File: src/rtl/iir_coeff_ctrl_pkg.sv
// Shared constants for the IIR coefficient controller: coefficient slot order, unity value, FSM codes.
// Latency: n/a (constants and a pure helper function only).
// Backpressure: n/a.
package iir_coeff_ctrl_pkg;

  // Per-section coefficient slot order as streamed over cfg_data.
  localparam int COEFF_B0 = 0;
  localparam int COEFF_B1 = 1;
  localparam int COEFF_B2 = 2;
  localparam int COEFF_A0 = 3;
  localparam int COEFF_A1 = 4;
  localparam int COEFF_A2 = 5;

  // s16.15 value closest to 1.0; b0 = a0 = unity makes a section a pass-through.
  localparam logic [15:0] COEFF_UNITY = 16'h7FFF;

  // Controller states.
  localparam logic [1:0] ST_IDLE      = 2'd0;
  localparam logic [1:0] ST_LOAD      = 2'd1;
  localparam logic [1:0] ST_WAIT_SWAP = 2'd2;

  // True for the slots that hold unity in the pass-through bank.
  function automatic logic is_unity_idx(input int idx);
    return (idx == COEFF_B0) || (idx == COEFF_A0);
  endfunction

endpackage

File: src/rtl/iir_coeff_ctrl_if.sv
// Coefficient configuration port: load request, word stream with ready, done pulse, sticky error.
// Latency: n/a (wires only).
// Backpressure: cfg_ready gates cfg_valid; words offered while cfg_ready is low are not taken.
interface iir_coeff_ctrl_if #(
  parameter int DATA_WIDTH = 16
);
  logic                  cfg_start;
  logic                  cfg_valid;
  logic [DATA_WIDTH-1:0] cfg_data;
  logic                  cfg_ready;
  logic                  cfg_done;
  logic                  cfg_err;

  // Host side that streams coefficients in.
  modport master (
    output cfg_start, cfg_valid, cfg_data,
    input  cfg_ready, cfg_done, cfg_err
  );

  // Controller side.
  modport slave (
    input  cfg_start, cfg_valid, cfg_data,
    output cfg_ready, cfg_done, cfg_err
  );
endinterface

File: src/rtl/iir_sample_tick.sv
// Free-running modulo-DECIM counter producing the filter's sample boundary strobe.
// Latency: first strobe DECIM-1 edges after reset release, then every DECIM clocks.
// Backpressure: none; never stalls.
module iir_sample_tick #(
  parameter int DECIM = 3
) (
  input  logic clk,
  input  logic rst_n,
  output logic sample_en
);
  localparam int CNT_W = $clog2(DECIM);
  localparam logic [CNT_W-1:0] CNT_LAST = CNT_W'(DECIM - 1);

  logic [CNT_W-1:0] count_q, count_d;
  logic             en_q, en_d;

  // Next count wraps at DECIM-1; strobe is registered so it is high while count == DECIM-1.
  always_comb begin
    count_d = (count_q == CNT_LAST) ? '0 : count_q + CNT_W'(1);
    en_d    = (count_d == CNT_LAST);
  end

  // Counter and strobe registers.
  always_ff @(posedge clk or negedge rst_n) begin
    if (!rst_n) begin
      count_q <= '0;
      en_q    <= 1'b0;
    end else begin
      count_q <= count_d;
      en_q    <= en_d;
    end
  end

  assign sample_en = en_q;

endmodule

File: src/rtl/iir_coeff_ctrl.sv
// Loads biquad coefficients into a shadow bank and swaps it into the active bank on a sample boundary.
// Latency: one word per clock; swap 1..DECIM clocks after the last word, cfg_done the cycle after the swap.
// Backpressure: cfg_ready high only while loading; words outside a load raise the sticky cfg_err.
module iir_coeff_ctrl
  import iir_coeff_ctrl_pkg::*;
#(
  parameter int DATA_WIDTH     = 16,
  parameter int NUM_SECTIONS   = 3,
  parameter int COEFFS_PER_SEC = 6,
  parameter int DECIM          = 3
) (
  input  logic                                              clk,
  input  logic                                              rst_n,
  iir_coeff_ctrl_if.slave                                   cfg,
  output logic                                              sample_en,
  output logic [NUM_SECTIONS*COEFFS_PER_SEC*DATA_WIDTH-1:0] coeff_active
);
  localparam int NUM_COEFFS = NUM_SECTIONS * COEFFS_PER_SEC;
  localparam int BANK_W     = NUM_COEFFS * DATA_WIDTH;
  localparam int IDX_W      = $clog2(NUM_COEFFS);
  localparam logic [IDX_W-1:0] LAST_IDX = IDX_W'(NUM_COEFFS - 1);

  // Every section passes its input straight through: b0 = a0 = unity, rest zero.
  function automatic logic [BANK_W-1:0] pass_through_bank();
    logic [BANK_W-1:0] bank;
    bank = '0;
    for (int k = 0; k < NUM_COEFFS; k++) begin
      if (is_unity_idx(k % COEFFS_PER_SEC)) begin
        bank[k*DATA_WIDTH +: DATA_WIDTH] = DATA_WIDTH'(COEFF_UNITY);
      end
    end
    return bank;
  endfunction

  localparam logic [BANK_W-1:0] ACTIVE_RST = pass_through_bank();

  logic [1:0]        state_q,  state_d;
  logic [IDX_W-1:0]  idx_q,    idx_d;
  logic [BANK_W-1:0] shadow_q, shadow_d;
  logic [BANK_W-1:0] active_q, active_d;
  logic              ready_q,  ready_d;
  logic              done_q,   done_d;
  logic              err_q,    err_d;

  iir_sample_tick #(
    .DECIM (DECIM)
  ) u_tick (
    .clk       (clk),
    .rst_n     (rst_n),
    .sample_en (sample_en)
  );

  // Load/swap sequencing; shadow only reaches active on a sample_en cycle in WAIT_SWAP.
  always_comb begin
    state_d  = state_q;
    idx_d    = idx_q;
    shadow_d = shadow_q;
    active_d = active_q;
    err_d    = err_q;
    done_d   = 1'b0;
    case (state_q)
      ST_IDLE: begin
        if (cfg.cfg_start) begin
          // A word presented alongside start is dropped; the load begins next cycle.
          state_d = ST_LOAD;
          idx_d   = '0;
          err_d   = 1'b0;
        end else if (cfg.cfg_valid) begin
          err_d = 1'b1;
        end
      end
      ST_LOAD: begin
        if (cfg.cfg_start) begin
          // Restart: earlier shadow words stay until overwritten by the new stream.
          idx_d = '0;
        end else if (cfg.cfg_valid) begin
          shadow_d[idx_q*DATA_WIDTH +: DATA_WIDTH] = cfg.cfg_data;
          if (idx_q == LAST_IDX) begin
            state_d = ST_WAIT_SWAP;
            idx_d   = '0;
          end else begin
            idx_d = idx_q + IDX_W'(1);
          end
        end
      end
      ST_WAIT_SWAP: begin
        if (cfg.cfg_start || cfg.cfg_valid) begin
          err_d = 1'b1;
        end
        if (sample_en) begin
          active_d = shadow_q;
          state_d  = ST_IDLE;
          done_d   = 1'b1;
        end
      end
      default: begin
        state_d = ST_IDLE;
        idx_d   = '0;
      end
    endcase
    ready_d = (state_d == ST_LOAD);
  end

  // State, banks and registered outputs.
  always_ff @(posedge clk or negedge rst_n) begin
    if (!rst_n) begin
      state_q  <= ST_IDLE;
      idx_q    <= '0;
      shadow_q <= '0;
      active_q <= ACTIVE_RST;
      ready_q  <= 1'b0;
      done_q   <= 1'b0;
      err_q    <= 1'b0;
    end else begin
      state_q  <= state_d;
      idx_q    <= idx_d;
      shadow_q <= shadow_d;
      active_q <= active_d;
      ready_q  <= ready_d;
      done_q   <= done_d;
      err_q    <= err_d;
    end
  end

  assign cfg.cfg_ready = ready_q;
  assign cfg.cfg_done  = done_q;
  assign cfg.cfg_err   = err_q;
  assign coeff_active  = active_q;

endmodule

File: src/flat_wrapper.sv
// flat-port wrapper written by rule: the top's interface ports become plain ports
module iir_coeff_ctrl_flat import iir_coeff_ctrl_pkg::*;
#(
  parameter int DATA_WIDTH     = 16,
  parameter int NUM_SECTIONS   = 3,
  parameter int COEFFS_PER_SEC = 6,
  parameter int DECIM          = 3
)
  (clk, rst_n, sample_en, coeff_active, cfg_cfg_start, cfg_cfg_valid, cfg_cfg_data, cfg_cfg_ready, cfg_cfg_done, cfg_cfg_err);
  iir_coeff_ctrl_if #(.DATA_WIDTH(DATA_WIDTH)) cfg_i ();
  input  logic clk;
  input  logic rst_n;
  output logic sample_en;
  output logic [NUM_SECTIONS*COEFFS_PER_SEC*DATA_WIDTH-1:0] coeff_active;
  input wire logic [$bits(cfg_i.cfg_start)-1:0] cfg_cfg_start;
  input wire logic [$bits(cfg_i.cfg_valid)-1:0] cfg_cfg_valid;
  input wire logic [$bits(cfg_i.cfg_data)-1:0] cfg_cfg_data;
  output wire logic [$bits(cfg_i.cfg_ready)-1:0] cfg_cfg_ready;
  output wire logic [$bits(cfg_i.cfg_done)-1:0] cfg_cfg_done;
  output wire logic [$bits(cfg_i.cfg_err)-1:0] cfg_cfg_err;
  assign cfg_i.cfg_start = cfg_cfg_start;
  assign cfg_i.cfg_valid = cfg_cfg_valid;
  assign cfg_i.cfg_data = cfg_cfg_data;
  assign cfg_cfg_ready = cfg_i.cfg_ready;
  assign cfg_cfg_done = cfg_i.cfg_done;
  assign cfg_cfg_err = cfg_i.cfg_err;
  iir_coeff_ctrl #(.DATA_WIDTH(DATA_WIDTH), .NUM_SECTIONS(NUM_SECTIONS), .COEFFS_PER_SEC(COEFFS_PER_SEC), .DECIM(DECIM)) u_core (.clk(clk), .rst_n(rst_n), .cfg(cfg_i), .sample_en(sample_en), .coeff_active(coeff_active));
endmodule
File: config.mk
export PLATFORM = sky130hd
export DESIGN_NAME = iir_coeff_ctrl_flat
export DESIGN_NICKNAME = d
export VERILOG_FILES = /design/src/rtl/iir_coeff_ctrl_pkg.sv /design/src/rtl/iir_coeff_ctrl_if.sv /design/src/rtl/iir_sample_tick.sv /design/src/rtl/iir_coeff_ctrl.sv /design/src/flat_wrapper.sv
export SDC_FILE = /design/constraint.sdc
export NUM_CORES = 1
export LEC_CHECK = 0
export ABC_CLOCK_PERIOD_IN_PS = 3600
export CELL_PAD_IN_SITES_DETAIL_PLACEMENT = 2
export CELL_PAD_IN_SITES_GLOBAL_PLACEMENT = 2
export CORE_UTILIZATION = 37
export CTS_BUF_LIST = sky130_fd_sc_hd__clkbuf_8
export CTS_CLUSTER_SIZE = 14
export DETAILED_ROUTE_END_ITERATION = 10
export PLACE_DENSITY_LB_ADDON = 0.1
export SETUP_SLACK_MARGIN = 0.02
export SYNTH_ARGS = -nofsm -noshare
export SYNTH_HDL_FRONTEND = slang
export SYNTH_SLANG_ARGS = --single-unit
File: constraint.sdc
create_clock -name clk -period 3.6 [get_ports clk]
set_input_delay 0.36 -clock clk [delete_from_list [all_inputs] [get_ports clk]]
set_output_delay 0.36 -clock clk [all_outputs]
set_load 0.1 [all_outputs]
Yosys cells after proc, flatten, opt, wreduce, memory -nomap -nowiden

Index checks and enable logic that the tools add are counted.

Add/subtract/negate cells: 3
Equality and inequality tests: 10
Shift-type cells: 2
Muxes and demuxes: 19
Bitwise gates (word level): 2
Reduce and logical (&&, ||, !) cells: 7

Operator list:

| operator                                                                   | number |
|---|---|
| 288-bit bitwise mux                                                        | 1 |
| 16-bit by 34-bit variable shift with 288-bit output (first input constant) | 1 |
| 16-bit by 34-bit indexed part select with 288-bit output                   | 1 |
| 9-bit negation with 34-bit output                                          | 1 |
| 5-bit two-way mux                                                          | 4 |
| 5-bit case mux with 3 select lines                                         | 1 |
| 2-bit two-way mux                                                          | 6 |
| 3-bit AND reduction                                                        | 3 |
| 2-bit equality test (second input constant)                                | 3 |
| 3-bit != test (second input constant)                                      | 2 |
| 2-bit case mux with 3 select lines                                         | 1 |
| 5-bit by 1-bit adder with 5-bit output (second input constant)             | 1 |
| 5-bit equality test (second input constant)                                | 1 |
| 1-bit two-way mux                                                          | 5 |
| 2-bit by 1-bit equality test with 1-bit output (second input constant)     | 2 |
| 2-bit by 1-bit adder with 2-bit output (second input constant)             | 1 |
| 2-bit zero test                                                            | 1 |
| 2-bit by 1-bit != test with 1-bit output (second input constant)           | 1 |
| 2-bit != test (second input constant)                                      | 1 |
| 1-bit inverter                                                             | 2 |
| 1-bit case mux with 2 select lines                                         | 1 |
| 2-bit AND reduction                                                        | 1 |
| 2-bit nonzero test                                                         | 1 |
| 1-bit logical OR                                                           | 1 |

Flip-flop bits (word level): 589
Input port bits: 20
Output and inout bits: 292

Logic depth before layout (Yosys ltp)

Depth after elaboration: 6
Mapped depth: 13

Cells and area by module

A second synthesis with hierarchy kept.

Cells, all modules: 2179
Area total of the unflattened synthesis: 23558.8 um2

By module, submodules not included:

| module          | instances | cells an instance | area each (um2) | seq. area each (um2) |
|---|---|---|---|---|
| iir_coeff_ctrl  | 1         | 2175              | 23496.3         | 14776.7 |
| iir_sample_tick | 1         | 4                 | 62.6            | 50.0 |

Worst setup path after synthesis

No wires, ideal clock.

Path kind: register -> register
Start point: register u_core.idx_q[0]
End point: register u_core.shadow_q[246]
Setup time: 0.125 ns
Arrival time: 3.030 ns
Path slack: 0.445 ns
Stages on the path, launching flop included: 13
Path buffers: 4
Path through: dfrtp_1 > buf_2 > inv_1 > ha_1 > buf_2 > nor3b_1 > ha_1 > clkbuf_1 > nor2b_1 > nand3_1 > nor3_2 > buf_2 > mux2_2

Word-level cells in the longest chain between the ends: 3

Ends and longest elaborated chain:

| what                                                                                                                                   | RTL line              | text |
|---|---|---|
| from (decl)                                                                                                                            | iir_coeff_ctrl.sv:38  | `logic [IDX_W-1:0] idx_q, idx_d;` |
| from (signal assigned)                                                                                                                 | iir_coeff_ctrl.sv:116 | `idx_q <= idx_d;` |
| 9-bit negation with 34-bit output (*)                                                                                                  | iir_coeff_ctrl.sv:77  | `shadow_d[idx_q*DATA_WIDTH +: DATA_WIDTH] = cfg.cfg_data;` |
| 16-bit by 34-bit indexed part select with 288-bit output / 16-bit by 34-bit variable shift with 288-bit output (equally long branches) | iir_coeff_ctrl.sv:77  |  |
| 288-bit bitwise mux (*)                                                                                                                | iir_coeff_ctrl.sv:77  |  |
| to (signal assigned)                                                                                                                   | iir_coeff_ctrl.sv:117 | `shadow_q <= shadow_d;` |
| to (decl)                                                                                                                              | iir_coeff_ctrl.sv:39  | `logic [BANK_W-1:0] shadow_q, shadow_d;` |

Every way passes the cells marked *; elsewhere a longest branch is shown, timed or not.
A chain may end at the register's enable or synchronous reset.

Worst setup path in the final report

Start point: register u_core.idx_q[1]
End point: register u_core.shadow_q[201]

Same word-level chain as after synthesis.

==> flow_metrics.py <==
metrics = {
    "placed_design": {
        "gp_congestion": 0.8110,
        "dp_hpwl_um": 54520,
        "portBuffers": 311,
    },
    "logic_synthesis": {
        "yosys.area.top_type_share_pct": 53.09,
        "syn_nets": 2289,
        "synth_area_sq_um": 23470,
        "yosys.area_share.simple_pct": 19.17,
        "synth_warnings": 0,
        "synth_ff_type": "dfrtp_1",
        "synth_compound_area_share_pct": 5.309,
        "seq_area_frac_synth_pct": 63.17,
        "yosysMostFrequentCell": "nand2_1",
        "synth_top_family_by_area": "simple AND/OR/NAND/NOR gates",
        "muxShareOfSynthArea_pct": 8.795,
        "synth_fa_ha_area_share_pct": 0.2132,
        "ys_ff_latch": 588,
        "synth_cell_type_count": 61,
        "synthTopCellsByCount": "893 x nand2_1, 498 x dfrtp_1, 189 x o21ai_0",
        "synth_xor_area_share_pct": 0.1439,
        "synth_edf_count": 0,
        "synthesis.instances": 2265,
        "synth_area_leaders": "dfrtp_1 53%, nand2_1 14%, dfstp_2 10%",
        "yosys.area.top_type": "dfrtp_1",
        "postSynthAreaPerCell_sq_um": 10.36,
        "async_flop_share_pct": 100.0,
    },
    "worst_setup_path": {
        "arrival_ps": 3850,
        "crit_buf_inv": 2,
        "cpMostUsedCell": "ha_1",
        "critical-path-max-stage-delay_ps": 800,
        "r2r_start": "u_core.idx_q[1]",
        "crit_end": "u_core.shadow_q[201]",
        "slowest_stage": "or4_1",
        "cp_max_fo": 22,
        "r2r_end": "u_core.shadow_q[201]",
        "crit_chain": "inv_1 -> ha_1 -> nor3b_1 -> ha_1 -> buf_4 -> o311a_1 -> a31oi_4 -> or4_1 -> mux2_2",
        "r2r_slack_ps": 310,
        "cp_num_cells": 9,
        "critPathLaunch": "u_core.idx_q[1]",
        "worstSetupEndpointType": "register",
        "critPathKind": "reg2reg",
        "startpoint_type": "register",
        "critPathTopFamily": "simple AND/OR/NAND/NOR gates",
        "required_ps": 4160,
        "r2r_cells": 9,
    },
    "status": {
        "status": "complete, no violations",
    },
    "sta": {
        "clock.fmax_mhz": 304.1,
        "setup_tns_ps": 0,
        "worstMarginPinSlew_ps": 1134,
        "slew_violations": 0,
        "period_needed_ps": 3289,
        "hold_violations": 0,
        "slew_headroom_pct": 24.16,
        "rsz0062_at_grt": "no",
        "setup_viol": 0,
        "min_period_over_period_pct": 91.36,
        "fin_skew_ps": 19.69,
    },
    "drt": {
        "wl_um": 81340,
        "wl_per_cell_um": 23.07,
        "antenna_left": 0,
        "drtIter0Drc": 826,
        "first_pass_iters": 5,
        "vias_per_cell": 5.115,
        "drc": 0,
        "vias": 18040,
    },
    "clocking": {
        "cts_made_buffers": 104,
        "clock-sinks": 588,
        "post_cts_buffers": 0,
        "clk_path_buf_depth": 3,
        "cts.reportedPaths.clkPinSlew_ps": 60,
        "htreeDepth": 3,
        "cts-root-buf": "clkbuf_8",
        "cts_tree": "done",
        "worstSkewPairLatency_ps": 690,
    },
    "layout": {
        "area_delta_synth_final_pct": 26.62,
        "nets": 2622,
        "multiInputGateArea_sq_um": 7949,
        "drive_gt1_share_pct": 17.81,
        "regArea_sq_um": 14830,
        "fillers": 6464,
    },
    "global_routing": {
        "grt_util_all_layers_pct": 25.71,
        "grt_max_degree": 120,
        "antenna_found_initial": 4,
        "grt_pass1_vias": 20170,
        "grt_pass1_wl_um": 124600,
        "globalRoute.totalOverflow": 0,
    },
    "power": {
        "vdd.ir_drop.worst_v": 0.0002458,
        "power.leakage_nw": 14.72,
        "power_density_nw_per_um2": 483.2,
        "fin_total_pwr_w": 0.01436,
    },
    "run": {
        "drv_cap": 0,
    },
    "floorplanning": {
        "num_rows": 91,
        "dieArea_sq_um": 64450,
        "initial_core_util_pct": 37.76,
        "io_pins": 312,
        "die_h_um": 253.9,
        "die_x_um": 253.9,
        "core_area_sq_um": 62170,
    },
    "min_path": {
        "worstHoldPathType": "in2async",
    },
}
layout by cell type (no fill, tap or decap), types with 3 or more instances in the layout:
cell	count
nor3_1	3
nand2_1	893
nand3_1	22
nor2b_1	6
or3_1	3
nand2b_1	5
and3_1	32
dfstp_2	90
dfrtp_1	498
inv_1	89
nor3_2	4
clkinv_2	6
nor3b_1	3
clkbuf_8	124
buf_4	56
o21ai_0	189
nand4b_1	3
or2_2	6
nor2_1	36
and2_1	15
nor4_4	5
nand4_1	14
a21oi_1	3
clkdlybuf4s50_1	309
mux2_2	158
mux2i_1	27
buf_12	9
ha_1	4
or4_1	5
o31ai_1	21
diode_2	5
registers in the layout (all words and copies together) (netlist names):
name	flops
u_core.cfg.cfg_done	1
u_core.state_q	2
u_core.cfg.cfg_err	1
u_core.u_tick.count_q	2
u_core.shadow_q	288
u_core.idx_q	5
u_core.coeff_active	288
u_core.cfg.cfg_ready	1
area by class of cell:
type / instances / area share, %
antenna: 5 / 0.04210
clock buffer: 124 / 5.742
clock inverter: 68 / 1.103
inverter: 33 / 0.4420
multi-input combinational: 1495 / 26.75
sequential: 588 / 49.89
tap: 837 / 3.524
timing repair buffer: 376 / 12.51
power by group:
part | internal, W | switching (W) | leakage (nW)
Clock | 0.00325 | 0.00281 | 1.25
Sequential | 0.00679 | 0.0000998 | 7.67
Combinational | 0.000352 | 0.00106 | 5.79
Total | 0.0104 | 0.00397 | 14.7
routing by layer:
layer | vias up | track usage (%) | wire, um | part of all wire, %
met4 | 0 | 9.673 | 2487 | 3.1
li1 | 8045 | - | - | -
met1 | 9490 | 33.87 | 35890 | 44
met2 | 376 | 42.79 | 40200 | 49
met5 | - | 0 | 0 | 0
met3 | 124 | 3.841 | 2773 | 3.4
worst min-delay path by stage:
| stage | from | to | cells past startpoint |
|---|---|---|---|
| 6_report | rst_n | u_core.coeff_active[88] | 2 |
| 2_1_floorplan | rst_n | u_core.cfg.cfg_done | 0 |
| 3_3_place_gp | rst_n | u_core.coeff_active[222] | 1 |
| 3_5_place_dp | rst_n | u_core.coeff_active[222] | 1 |
| 5_1_grt | rst_n | u_core.coeff_active[88] | 2 |
| 4_1_cts | rst_n | u_core.coeff_active[88] | 2 |
repair_timing:
item / in CTS / in global routing
gates resized for setup: 0 / 0
hold endpoints to repair: 53 / 0
hold buffers: 1 / 0
through the flow:
step	worst slack (ps)	cell area [sq um]	cells	util, %	hold WS, ps
final	311.2	29720	3526	47.81	247.9
after global routing	205.9	29710	3522	47.79	270.8
after CTS	316.6	29710	3521	47.79	225.5
after detailed placement	310.5	27660	3328	44.50	393.2
after global placement	454.1	27660	3328	44.50	382.2
after floorplan	444.9	23470	2265	-	64.41
cells by family (layout without fill, tap and decap cells):
group                      after synthesis  in the layout
and+or+nand+nor                       1072           1072
DFF                                    588            588
AOI/OAI and AO/OA                      230            230
muxes                                  186            186
buffers and inverters                  182            601
adders and majority gates                4              4
xor gates and xnor gates                 3              3
other                                    0              5
worst reg2reg max path, stage by stage (launching register included):
cell and delay (ps):
dfrtp_1 540, inv_1 130, ha_1 220, nor3b_1 150
ha_1 330, buf_4 270, o311a_1 270, a31oi_4 60
or4_1 800, mux2_2 410
No activity file was read; power rests on OpenSTA's default activity.
